`src/rtl/sprite_cmd_fifo.sv`:
```
// Sprite command FIFO: packs big-endian SPI bytes into (id, x, y, scale) records
// and queues them in a circular buffer, presented through a valid/ready head port.
module sprite_cmd_fifo #(
    parameter int DEPTH   = 16,
    parameter int ID_W    = 8,
    parameter int COORD_W = 16,
    parameter int SCALE_W = 8
) (
    input  logic                       clock,
    input  logic                       reset,
    input  logic                       frame_active,
    input  logic                       byte_valid,
    input  logic [7:0]                 byte_data,
    input  logic                       flush,
    input  logic                       out_ready,
    output logic                       out_valid,
    output logic [ID_W-1:0]            out_id,
    output logic [COORD_W-1:0]         out_x,
    output logic [COORD_W-1:0]         out_y,
    output logic [SCALE_W-1:0]         out_scale,
    output logic [$clog2(DEPTH):0]     count,
    output logic                       full,
    output logic                       overflow,
    input  logic                       overflow_clear
);

    localparam int RECORD_BYTES = (ID_W + 2 * COORD_W + SCALE_W) / 8;
    localparam int REC_W        = RECORD_BYTES * 8;
    localparam int PTR_W        = $clog2(DEPTH);
    localparam int CNT_W        = PTR_W + 1;
    localparam int BIDX_W       = $clog2(RECORD_BYTES);
    localparam logic [BIDX_W-1:0] LAST_BIDX = BIDX_W'(RECORD_BYTES - 1);
    localparam logic [CNT_W-1:0]  DEPTH_CNT = CNT_W'(DEPTH);

    // Bit offsets of each field inside a stored record (id occupies the MSBs).
    localparam int SCALE_LSB = 0;
    localparam int Y_LSB     = SCALE_W;
    localparam int X_LSB     = SCALE_W + COORD_W;
    localparam int ID_LSB    = SCALE_W + 2 * COORD_W;

    logic [REC_W-1:0]  mem [DEPTH];

    logic [REC_W-9:0]  stage_reg;
    logic [BIDX_W-1:0] bidx_reg;
    logic [PTR_W-1:0]  wr_ptr_reg;
    logic [PTR_W-1:0]  rd_ptr_reg;
    logic [CNT_W-1:0]  count_reg;
    logic              overflow_reg;

    logic              accept;
    logic              last_byte;
    logic              pop;
    logic              commit;
    logic              drop;
    logic [REC_W-1:0]  record_next;
    logic [REC_W-1:0]  head_raw;
    logic [REC_W-1:0]  head;

    assign accept      = byte_valid && frame_active;
    assign last_byte   = accept && (bidx_reg == LAST_BIDX);
    assign out_valid   = (count_reg != '0);
    assign full        = (count_reg == DEPTH_CNT);
    assign pop         = out_valid && out_ready && !flush;
    // A full queue can still take a record when the head leaves in the same cycle.
    assign commit      = last_byte && !flush && (!full || pop);
    assign drop        = last_byte && !flush && full && !pop;
    assign record_next = {stage_reg, byte_data};

    // Byte assembler: index and staging shift register.
    always_ff @(posedge clock) begin
        if (reset) begin
            bidx_reg  <= '0;
            stage_reg <= '0;
        end else if (flush || !frame_active) begin
            bidx_reg  <= '0;
        end else if (accept) begin
            stage_reg <= record_next[REC_W-9:0];
            if (last_byte) begin
                bidx_reg <= '0;
            end else begin
                bidx_reg <= bidx_reg + 1'b1;
            end
        end
    end

    // Record storage is deliberately left unreset; only the pointers matter.
    always_ff @(posedge clock) begin
        if (commit && !reset) begin
            mem[wr_ptr_reg] <= record_next;
        end
    end

    always_ff @(posedge clock) begin
        if (reset || flush) begin
            wr_ptr_reg <= '0;
            rd_ptr_reg <= '0;
            count_reg  <= '0;
        end else begin
            if (commit) begin
                wr_ptr_reg <= wr_ptr_reg + 1'b1;
            end
            if (pop) begin
                rd_ptr_reg <= rd_ptr_reg + 1'b1;
            end
            if (commit && !pop) begin
                count_reg <= count_reg + 1'b1;
            end else if (pop && !commit) begin
                count_reg <= count_reg - 1'b1;
            end
        end
    end

    always_ff @(posedge clock) begin
        if (reset) begin
            overflow_reg <= 1'b0;
        end else if (drop) begin
            overflow_reg <= 1'b1;
        end else if (overflow_clear) begin
            overflow_reg <= 1'b0;
        end
    end

    assign head_raw = mem[rd_ptr_reg];

    // Head is forced to zero when empty so stale slots never leak out.
    genvar gi;
    generate
        for (gi = 0; gi < REC_W; gi++) begin : g_head_mask
            assign head[gi] = head_raw[gi] & out_valid;
        end
    endgenerate

    assign out_id    = head[ID_LSB    +: ID_W];
    assign out_x     = head[X_LSB     +: COORD_W];
    assign out_y     = head[Y_LSB     +: COORD_W];
    assign out_scale = head[SCALE_LSB +: SCALE_W];
    assign count     = count_reg;
    assign overflow  = overflow_reg;

endmodule

```
`config.mk`:
```
export PLATFORM = sky130hd
export DESIGN_NAME = sprite_cmd_fifo
export DESIGN_NICKNAME = d
export VERILOG_FILES = /design/src/rtl/sprite_cmd_fifo.sv
export SDC_FILE = /design/constraint.sdc
export NUM_CORES = 1
export LEC_CHECK = 0
export CAP_MARGIN = 15
export CORE_MARGIN = 2
export CORE_UTILIZATION = 50
export DETAILED_ROUTE_END_ITERATION = 8
export PLACE_DENSITY = 0.69
export SYNTH_ARGS = -nofsm -noshare
export SYNTH_HDL_FRONTEND = slang
export SYNTH_SLANG_ARGS = --single-unit
```
`constraint.sdc`:
```
create_clock -name clock -period 3.7 [get_ports clock]
set_input_delay 0.37 -clock clock [delete_from_list [all_inputs] [get_ports clock]]
set_output_delay 0.37 -clock clock [all_outputs]
set_load 0.1 [all_outputs]
```
==> flow_summary.yaml <==
status:
  status: "complete, no violations"
critical_path:
  crit_type: "reg -> out"
  ff2ff_path_depth: 9
  crit_start: "count[2]"
  path_buf_inv: 2
  cp_max_fo: 12
  critPathSlowestCell: "nor2b_4"
  reg2reg_to: "count[4]"
  ff2ff_setup_slack_ns: 0.46
  path_cells: "or4_1, nand2b_4, nor2b_4, buf_4, a221o_1, buf_4"
  cp.arrival_ns: 3.22
  crit_required_ns: 3.33
  slowest_delay_ns: 0.57
  end_kind: "output pin"
  worstSetupStartpointType: "flop"
  endpoint: "out_x[5]"
  cp_top_family: "simple AND/OR/NAND/NOR gates"
  crit_top_cell: "buf_4"
  cp.depth: 6
  r2r-start: "count[0]"
global_routing:
  grt_pass1_wl_um: 103300
  globalRouteTotalUtil_pct: 21.37
  globalRouteOverflowTotal: 0
  grt_max_degree: 51
  antenna_found_initial: 0
  grt_pass1_vias: 16040
logic_synthesis:
  synth_nets: 1520
  synth_cell_type_count: 44
  synth_top_area_cell: "edfxtp_1"
  ys.flop_type: "edfxtp_1"
  netlist_area_mm2: 0.03162
  async_reset_ff_share_pct: 0
  ys_seq_area_share_pct: 76.81
  synthTopCellsByArea: "edfxtp_1 (73%), mux4_2 (14%), dfxtp_1 (3.9%), mux2_2 (1.6%), a221o_1 (1.5%)"
  yosys_register_bits: 829
  yosys_warnings: 0
  yosysTopAreaCellShare_pct: 72.95
  syn_avg_cell_area_um2: 21.19
  syn_inst: 1492
  synth-edff-count: 768
cts:
  clk_latency_ns: 0.64
  cts_buffers: 82
  clk_pin_slew_ns: 0.06
  clock-root-buffer: "clkbuf_16"
  cts_hold_buf: 0
  ctsResizeCount: 0
  cts_tree: "built"
  cts_max_level: 3
  clockBufferDepth: 3
  cts_setup_buffers: 0
  cts.sinks: 829
routing:
  drc: 0
  drt-initial-drc-count: 1646
  wire_per_inst_um: 27.07
  vias: 15150
  dr.pass1.iters: 7
  ant_nets: 0
  routed_wl_um: 68570
  vias_per_cell: 5.981
sta:
  fin_setup_tns_ns: 0
  setup_violations: 0
  fin_crit_ns: 3.592
  worst_pin_slew_ns: 1.004
  grt_setup_unrepaired: "false"
  hold_viol: 0
  max_freq_mhz: 278.4
  report.final.slew_viol_count: 0
  period_share_pct: 97.07
  maxSlewHeadroom_pct: 32.88
  fin_skew_ns: 0.02891
flow_run:
  max_cap_violations: 0
die:
  die_height_um: 255.5
  core_mm2: 0.06274
  dieArea_mm2: 0.06526
  die_w_um: 255.5
  num_rows: 92
  ios: 71
  start_util_pct: 50.39
placed_design:
  place_inst: 2383
  post-dp-hpwl_um: 36800
  portBuffers: 70
  dpl_cell_area_mm2: 0.03408
  routabilityCongestion: 0.7443
cells_and_area:
  nNetsFinal: 1649
  post-route-util_pct: 58.61
  finalNonFillerCells: 2533
  antenna_cells: 0
  drive_above_1_share_pct: 29.52
  design_area_mm2: 0.03677
  synthToLayoutAreaGrowth_pct: 16.31
  nFillCells: 4428
  largest_register_ffs: 768
power:
  p_leak_nw: 11.19
  max-vdd-ir-drop_v: 0.0003657
  p_per_area_mw_per_mm2: 502.3
worst_hold_path:
  hold_class: "in -> reg"
-- layer usage --
metal | vias to the layer above | global-route usage, % | wire (µm)
met5 | - | 0 | 0
met4 | 0 | 5.491 | 1305
met3 | 100 | 3.819 | 5020
met2 | 611 | 34.37 | 33740
met1 | 8046 | 30.68 | 28500
li1 | 6392 | - | -
-- stage by stage --
step / setup slack, ns / total power (W) / hold slack, ns
after floorplan: -0.6587 / 0.01036 / 0.4689
after global placement: 0.5190 / 0.01042 / 0.4703
after detailed placement: 0.4956 / 0.01042 / 0.4914
after CTS: 0.09909 / 0.01859 / 0.08871
after global routing: 0.008034 / 0.01896 / 0.1276
final: 0.1084 / 0.01847 / 0.1179
-- layout by cell type (no fill, tap or decap), drive strengths merged, types with 20 or more instances in the layout --
cell type and n:
edfxtp 768, mux4 192, clkbuf 113, buf 106, nand2 90, dfxtp 61
a21oi 51, nor2b 50, a221o 48, mux2 48, nor2 37, clkinv 22
clkdlybuf4s50 20
-- layout make-up --
class / count / area, µm² / share of cell area [%]
Timing Repair Buffer: 126 / 1632 / 4.437
Multi-Input combinational cell: 574 / 7064 / 19.21
Clock buffer: 113 / 2300 / 6.254
Inverter: 8 / 30.03 / 0.08166
Sequential cell: 829 / 24290 / 66.07
Tap cell: 846 / 1059 / 2.879
Clock inverter: 37 / 392.9 / 1.068
-- cells in the mapped netlist, types with 6 or more instances --
library cell,instances
a21oi_1,51
a221o_1,48
buf_1,10
buf_2,27
clkbuf_1,38
dfxtp_1,61
edfxtp_1,768
ha_1,12
inv_1,7
mux2_2,46
mux4_2,192
nand2_1,90
nand2b_1,6
nor2_1,37
nor2b_1,49
xor2_1,6
-- cells by family after synthesis --
kind of cell             synth area share [%]
flip-flops                              76.81
multiplexers                            15.45
AND/OR/NAND/NOR                         3.047
AO/OA/AOI/OAI                           2.707
buffers and inverters                   1.282
adder cells (fa/ha/maj)                0.5382
XOR/XNOR                               0.1662
-- power breakdown --
part,internal [W],switching [W]
logic,0.0000209,0.0000608
registers,0.0101,0.0000176
clock network,0.00479,0.00345
-- how the worst min path moves through the flow --
stage | to | start | cells after the start
2_1_floorplan | mem[0][0] | byte_data[0] | 0
3_3_place_gp | overflow | overflow | 2
3_5_place_dp | overflow | overflow | 2
4_1_cts | stage_reg[21] | reset | 2
5_1_grt | stage_reg[25] | reset | 2
6_report | stage_reg[21] | reset | 2
(Power assumes the default switching activity.)
